`config.mk`:
```
export PLATFORM = sky130hd
export DESIGN_NAME = acp_wr_dma
export DESIGN_NICKNAME = d
export VERILOG_FILES = /design/src/rtl/acp_wr_dma.sv
export SDC_FILE = /design/constraint.sdc
export NUM_CORES = 2
export LEC_CHECK = 0
export BUFFER_PORTS_ARGS = -buffer_cell sky130_fd_sc_hd__clkbuf_2
export CAP_MARGIN = 10
export CORE_UTILIZATION = 47
export CTS_BUF_LIST = sky130_fd_sc_hd__clkbuf_16
export DETAILED_ROUTE_END_ITERATION = 16
export PLACE_DENSITY_LB_ADDON = 0.1
export SETUP_SLACK_MARGIN = 0.05
export SLEW_MARGIN = 20
export SYNTH_ARGS = -nofsm -noshare
export SYNTH_HDL_FRONTEND = slang
export SYNTH_SLANG_ARGS = --single-unit
```
`constraint.sdc`:
```
create_clock -name FCLK_CLK0_0 -period 15.5 [get_ports FCLK_CLK0_0]
set_clock_uncertainty 0.2 [all_clocks]
set_input_delay 2.325 -clock FCLK_CLK0_0 [delete_from_list [all_inputs] [get_ports FCLK_CLK0_0]]
set_output_delay 2.325 -clock FCLK_CLK0_0 [all_outputs]
set_load 0.1 [all_outputs]
```
`src/rtl/acp_wr_dma.sv`:
```
// rtl/acp_wr_dma.sv - AXI3 ACP write DMA: 64-bit stream into DDR in 4 KB-safe INCR bursts.
// Optional ACP_WR_PERF_CNT_EN adds a busy-to-done cycle counter (perf_cycles).
module acp_wr_dma #(
    parameter int         FIFO_DEPTH = 32,
    parameter logic [2:0] AXI_ID     = 3'd0,
    parameter int         MAX_BURST  = 16
) (
    input  logic        FCLK_CLK0_0,
    input  logic        FCLK_RESET0_N_0,
    input  logic        cfg_start,
    input  logic [31:0] cfg_base,
    input  logic [15:0] cfg_beats,
    output logic        busy,
    output logic        done,
    output logic        err,
`ifdef ACP_WR_PERF_CNT_EN
    output logic [31:0] perf_cycles,
`endif
    input  logic [63:0] s_tdata,
    input  logic        s_tvalid,
    output logic        s_tready,
    output logic [31:0] m_awaddr,
    output logic [3:0]  m_awlen,
    output logic [2:0]  m_awsize,
    output logic [1:0]  m_awburst,
    output logic [3:0]  m_awcache,
    output logic [2:0]  m_awprot,
    output logic [4:0]  m_awuser,
    output logic [2:0]  m_awid,
    output logic        m_awvalid,
    input  logic        m_awready,
    output logic [63:0] m_wdata,
    output logic [7:0]  m_wstrb,
    output logic        m_wlast,
    output logic [2:0]  m_wid,
    output logic        m_wvalid,
    input  logic        m_wready,
    input  logic [1:0]  m_bresp,
    input  logic        m_bvalid,
    output logic        m_bready
);
    localparam int PW = $clog2(FIFO_DEPTH);
    localparam int CW = PW + 1;

    typedef enum logic [2:0] {S_IDLE, S_FILL, S_AW, S_W, S_B, S_DONE} state_t;
    state_t state;

    logic [63:0]   mem [FIFO_DEPTH];
    logic [PW-1:0] wr_ptr, rd_ptr;
    logic [CW-1:0] fifo_count;
    logic [31:0]   addr;
    logic [15:0]   rem, total, acc_cnt;
    logic [4:0]    burst_n, wcnt;
    logic [15:0]   to_4k, n_cap, n_next;
    logic          push, pop, fifo_full;
    logic          unused_ok;

    assign m_awsize  = 3'b011;
    assign m_awburst = 2'b01;
    assign m_awcache = 4'b1111;
    assign m_awuser  = 5'b11111;
    assign m_awprot  = 3'b000;
    assign m_wstrb   = 8'hFF;
    assign m_awid    = AXI_ID;
    assign m_wid     = AXI_ID;
    assign unused_ok = ^cfg_base[2:0];

    assign fifo_full = (fifo_count == CW'(FIFO_DEPTH));
    assign s_tready  = busy && !fifo_full && (acc_cnt < total);
    assign push      = s_tvalid && s_tready;
    assign m_wvalid  = (state == S_W) && (fifo_count != '0);
    assign pop       = m_wvalid && m_wready;
    assign m_wdata   = mem[rd_ptr];
    assign m_wlast   = (state == S_W) && (wcnt == burst_n - 5'd1);
    assign m_bready  = (state == S_B);

    // Burst length: limited by remaining beats, AXI3 max and the next 4 KB page edge.
    assign to_4k  = 16'd512 - {7'd0, addr[11:3]};
    assign n_cap  = (rem > 16'(MAX_BURST)) ? 16'(MAX_BURST) : rem;
    assign n_next = (n_cap > to_4k) ? to_4k : n_cap;

    always_ff @(posedge FCLK_CLK0_0) begin
        if (push) mem[wr_ptr] <= s_tdata;
    end

    always_ff @(posedge FCLK_CLK0_0 or negedge FCLK_RESET0_N_0) begin
        if (!FCLK_RESET0_N_0) begin
            wr_ptr     <= '0;
            rd_ptr     <= '0;
            fifo_count <= '0;
            acc_cnt    <= '0;
        end else begin
            if (push) begin
                wr_ptr  <= wr_ptr + 1'b1;
                acc_cnt <= acc_cnt + 16'd1;
            end
            if (pop) rd_ptr <= rd_ptr + 1'b1;
            if (push && !pop)      fifo_count <= fifo_count + 1'b1;
            else if (pop && !push) fifo_count <= fifo_count - 1'b1;
            if (cfg_start && state == S_IDLE) acc_cnt <= '0;
        end
    end

    always_ff @(posedge FCLK_CLK0_0 or negedge FCLK_RESET0_N_0) begin
        if (!FCLK_RESET0_N_0) begin
            state     <= S_IDLE;
            busy      <= 1'b0;
            done      <= 1'b0;
            err       <= 1'b0;
            m_awvalid <= 1'b0;
            m_awaddr  <= '0;
            m_awlen   <= '0;
            addr      <= '0;
            rem       <= '0;
            total     <= '0;
            burst_n   <= '0;
            wcnt      <= '0;
        end else begin
            done <= 1'b0;
            case (state)
                S_IDLE: if (cfg_start) begin
                    err   <= 1'b0;
                    addr  <= {cfg_base[31:3], 3'b000};
                    rem   <= cfg_beats;
                    total <= cfg_beats;
                    if (cfg_beats == 16'd0) begin
                        done <= 1'b1;
                    end else begin
                        busy  <= 1'b1;
                        state <= S_FILL;
                    end
                end
                // Holding AW until the whole burst is buffered keeps W from starving.
                S_FILL: if (16'(fifo_count) >= n_next) begin
                    m_awaddr  <= addr;
                    m_awlen   <= 4'(n_next - 16'd1);
                    burst_n   <= 5'(n_next);
                    m_awvalid <= 1'b1;
                    state     <= S_AW;
                end
                S_AW: if (m_awready) begin
                    m_awvalid <= 1'b0;
                    wcnt      <= '0;
                    state     <= S_W;
                end
                S_W: if (pop) begin
                    wcnt <= wcnt + 5'd1;
                    if (wcnt == burst_n - 5'd1) state <= S_B;
                end
                S_B: if (m_bvalid) begin
                    if (m_bresp != 2'b00) err <= 1'b1;
                    addr <= addr + {24'd0, burst_n, 3'b000};
                    rem  <= rem - {11'd0, burst_n};
                    state <= (rem == {11'd0, burst_n}) ? S_DONE : S_FILL;
                end
                S_DONE: begin
                    busy  <= 1'b0;
                    done  <= 1'b1;
                    state <= S_IDLE;
                end
                default: state <= S_IDLE;
            endcase
        end
    end

`ifdef ACP_WR_PERF_CNT_EN
    always_ff @(posedge FCLK_CLK0_0 or negedge FCLK_RESET0_N_0) begin
        if (!FCLK_RESET0_N_0)
            perf_cycles <= '0;
        else if (cfg_start && state == S_IDLE)
            perf_cycles <= '0;
        else if ((busy || done) && perf_cycles != 32'hFFFF_FFFF)
            perf_cycles <= perf_cycles + 32'd1;
    end
`endif
endmodule

```
* Word-level counts from Yosys, hierarchy flattened
Memory sizes are Yosys's and may differ from the RTL's. Cells that the tools add are included.
Storage, ports and cells: bits in registers 149, RAM bits 2048, word-level logic and storage cells 117, memories kept 1
Memory list:
- mem | words 32, width 64, read ports 1, clocked after memory_dff 0, wr ports 1, line 48 | logic [63:0] mem [FIFO_DEPTH];
Cells by class: add/sub/neg operators 11, magnitude comparators 4, equal/unequal tests 16, multiplexer cells 39, reductions and logical operators 30
Operator list (number):
- 16-bit two-way mux | 6
- 32-bit two-way mux | 2
- 32-bit case mux with 2 select lines | 1
- 32-bit by 8-bit adder with 32-bit output | 1
- 16-bit case mux with 2 select lines | 1
- 3-bit two-way mux | 8
- 16-bit by 1-bit adder with 16-bit output (second input constant) | 1
- 16-bit by 5-bit equality test with 1-bit output | 1
- 6-bit by 16-bit >= comparator with 1-bit output | 1
- 16-bit greater-than comparator | 1
- 16-bit by 5-bit greater-than comparator with 1-bit output (second input constant) | 1
- 16-bit logical NOT | 1
- 16-bit less-than comparator | 1
- 16-bit by 5-bit subtractor with 16-bit output | 1
- 5-bit by 1-bit adder with 5-bit output (second input constant) | 3
- 3-bit case mux with 5 select lines | 1
- 2-bit nonzero test | 7
- 6-bit two-way mux | 2
- 2-bit inequality test (second input constant) | 6
- 3-bit AND reduction | 4
- 1-bit two-way mux | 11
- 10-bit by 9-bit subtractor with 11-bit output (first input constant) | 1
- 5-bit two-way mux | 2
- 5-bit case mux with 2 select lines | 1
- 18 further kinds | 35

* Longest topological paths before layout
word-level depth 9, gate-level depth with buffers 21

* Worst setup path after synthesis
No wires, ideal clock.
path type flip-flop to output port, start point register burst_n[1], end point output port m_wlast, arrival time 5823 ps, slack 7152 ps, cell stages (with the launch flop) 8, buffers on the path 0, cells stage by stage dfrtp_1 -> inv_1 -> ha_1 -> nor2b_1 -> nand2_1 -> o211ai_1 -> o21ai_0 -> a2111oi_0
Between the ends: longest elaborated chain between the ends 3
Ends and longest elaborated chain:
- start, declared | line 53 | logic [4:0] burst_n, wcnt;
- start signal, assigned | line 137 | burst_n <= 5'(n_next);
- 5-bit by 1-bit subtractor with 5-bit output | line 74 | assign m_wlast = (state == S_W) && (wcnt == burst_n - 5'd1);
- 5-bit equality test | line 74
- 1-bit logical AND | line 74
- end, declared | line 34 | output logic m_wlast,
No other way between the ends.

* Final worst setup path
start point register rd_ptr[1], end point output port m_wdata[15]
Between the ends: longest elaborated chain between the ends 1
Ends and longest elaborated chain:
- start, declared | line 49 | logic [PW-1:0] wr_ptr, rd_ptr;
- start signal, assigned | line 97 | if (pop) rd_ptr <= rd_ptr + 1'b1;
- memory 32 x 64 bit
- end, declared | line 32 | output logic [63:0] m_wdata,
No other way between the ends.

==> metrics.yaml <==
layout:
  drive_gt1_share_pct: 31.8
  nets: 4415
  synthToLayoutAreaGrowth_pct: 12.9
yosys:
  synth-seq-cells: 2191
  post_synth_inst_count: 3890
  synthArstFlopShare_pct: 6.53
  ys_types: 69
  avgSynthCellArea_sq_um: 22.1
  syn-cell-area_sq_um: 86200
  synth_edf_count: 2048
  synth_warnings: 0
  synthFlopType: "edfxtp_1"
  yosysSeqAreaShare_pct: 75.5
floorplanning:
  io_pins: 260
  rows: 156
  fp.dieW_um: 430
  chipHeight_um: 430
  initial_utilization_pct: 47.5
  dieArea_sq_um: 185000
  core_sq_um: 181000
pwr:
  power.leakage_nw: 31.8
  ir_drop_mv: 0.242
  power_density_nw_per_um2: 198
sta:
  max-slew-margin-rel_pct: 21.5
  worst_pin_slew_ns: 1.18
  finalSetupViolCount: 0
  fin_ws_ns: 7.15
  slew_viol_final: 0
  fmax_mhz: 120
  finalSetupTns_ns: 0
  rsz0062_at_grt: "no"
  period_share_pct: 53.9
  min_period_ns: 8.35
  hold_viol: 0
worst_setup_path:
  worstSetupPathType: "reg -> out"
  path_common_cell: "buf_4"
  cp_slowest_cell: "dfrtp_4"
  cp-start-kind: "register"
  critPathCaptureType: "primary output"
  required_ns: 12.98
  cp_cell_sequence: "buf_4 -> buf_4 -> buf_4 -> mux4_2 -> mux4_2 -> mux2_2 -> clkbuf_2"
  cp.arrival_ns: 5.82
  path_max_fanout: 57
  slowest_delay_ns: 1.03
hold_path:
  hp-class: "reg -> reg"
routing:
  avgRoutedWirePerCell_um: 31.1
  wl_um: 211000
  vias_per_cell: 6.02
  antenna_left: 0
  drt_iter0_drc: 4404
  drt_pre_antenna_iters: 6
  route.vias.total: 40900
  post-route-drc-count: 0
global_route:
  antenna_found_initial: 15
  grt_pass1_wl_um: 304000
  overflow: 0
  grt_use_total_pct: 23.1
  grt_pass1_vias: 41600
  grt_max_degree: 139
clock_network:
  cts.sinks: 2191
  htreeDepth: 4
  holdBufCountCts: 0
  post_cts_resize_count: 0
  tritoncts: "yes"
  clockBufferDepth: 3
  worstSkewPairLatency_ns: 0.85
  cts_inserted_buffers: 221
  clkTransAtPathRegs_ns: 0.06
  cts_setup_buffers: 0
  cts_root_buffer: "clkbuf_16"
placement:
  dpl_worst_slack_ns: 7.90
  place_congestion: 0.775
  hpwl_um: 107000
  io_buffers: 222
run_status:
  status: "complete, no violations"
run:
  drv_cap: 0
[synthesized netlist by cell type (all sizes together), types with 14 or more instances]
cell type  instances  area (sq um)
clkbuf           140           526
xnor2             23           201
dfrtp            143          3580
a21oi             68           340
inv               48           180
nor3              22           121
mux2              97          1090
nor2              87           327
buf               89           499
ha                55           688
nand3             22           110
mux4             640         14400
o21ai             58           290
edfxtp          2048         61500
nand4             23           144
nand2            104           390
mux2i             14           140
[final timing paths]
| path | to | start | slack, ns | depth (start not counted) |
|---|---|---|---|---|
| min in group asynchronous | acc_cnt[12] | FCLK_RESET0_N_0 | 1.30 | 1 |
| min reg2reg | m_awaddr[31] | m_awaddr[31] | 0.28 | 1 |
| max in group asynchronous | m_awaddr[16] | FCLK_RESET0_N_0 | 12.36 | 2 |
| max reg2reg | m_awaddr[18] | rem[5] | 9.40 | 20 |
| max | m_wdata[15] | rd_ptr[1] | 7.15 | 7 |
| min | m_awaddr[31] | m_awaddr[31] | 0.28 | 1 |
[critical path: cells and delay by family (launching register included)]
family / cells / cell delay (ns)
buf+inv: 4 / 2.62
flops: 1 / 1.03
mux: 3 / 1.26
[cell families after synthesis]
logic type | after synthesis | share of synthesized area (%)
AO/OA/AOI/OAI | 237 | 1.76
XOR/XNOR | 36 | 0.366
adder cells (fa/ha/maj) | 58 | 0.868
buffers and inverters | 278 | 1.40
flip-flops | 2191 | 75.5
multiplexers | 751 | 18.2
other | 2 | 0.00872
AND/OR/NAND/NOR | 337 | 1.90
[report_power, final]
group	internal [W]	total, W	switching, W
Clock	0.00283	0.00506	0.00223
Combinational	0.00245	0.00680	0.00435
Sequential	0.00698	0.00737	0.000388
[sequential cells by signal, summed over array words and instances (netlist names)]
register,count
fifo_count,6
m_awlen,4
err,1
wr_ptr,5
mem,2048
wcnt,5
m_awaddr,29
rd_ptr,5
total,16
rem,16
state,3
addr,29
acc_cnt,16
m_awvalid,1
busy,1
done,1
burst_n,5
[through the flow]
step                      cell area [sq um]  power, W  util, %  hold WS, ns  std cells
after floorplan                       86300    0.0127        -        0.247       3927
after global placement                90400    0.0144     49.8        0.269       6382
after detailed placement              90400    0.0144     49.9        0.278       6383
after CTS                             97300    0.0195     53.7        0.291       6796
after global routing                  97300    0.0200     53.7        0.306       6796
final                                 97300    0.0192     53.7        0.283       6800
[final cells by class]
type,instances,area (sq um)
multi-input cells,1458,20300
fillers,13900,84000
repair buffers,315,1910
flip-flops and latches,2191,65100
well taps,2370,2970
inverters,49,184
clock buffers,224,5610
diodes,4,10.0
clock inverters,189,1280
[routing by layer]
metal	GRT usage, %	share of wire [%]
met4	4.68	1.7
met5	0	0.044
met3	4.07	6.6
met2	37.6	49
met1	33.0	43
[cells in the final DEF, fill, tap and decap left out, types with 22 or more instances in the layout]
master / n
nand3_1: 22
nor2_4: 29
dfrtp_1: 138
inv_1: 101
buf_4: 86
mux4_2: 640
clkinv_2: 51
o21ai_0: 57
a21oi_1: 67
clkbuf_2: 221
conb_1: 39
nand4_1: 23
xnor2_1: 23
nor2_1: 58
nand2_1: 104
edfxtp_1: 2048
clkbuf_16: 224
ha_1: 55
mux2_2: 91
clkinv_1: 54
No activity file was read; power rests on OpenSTA's default activity.
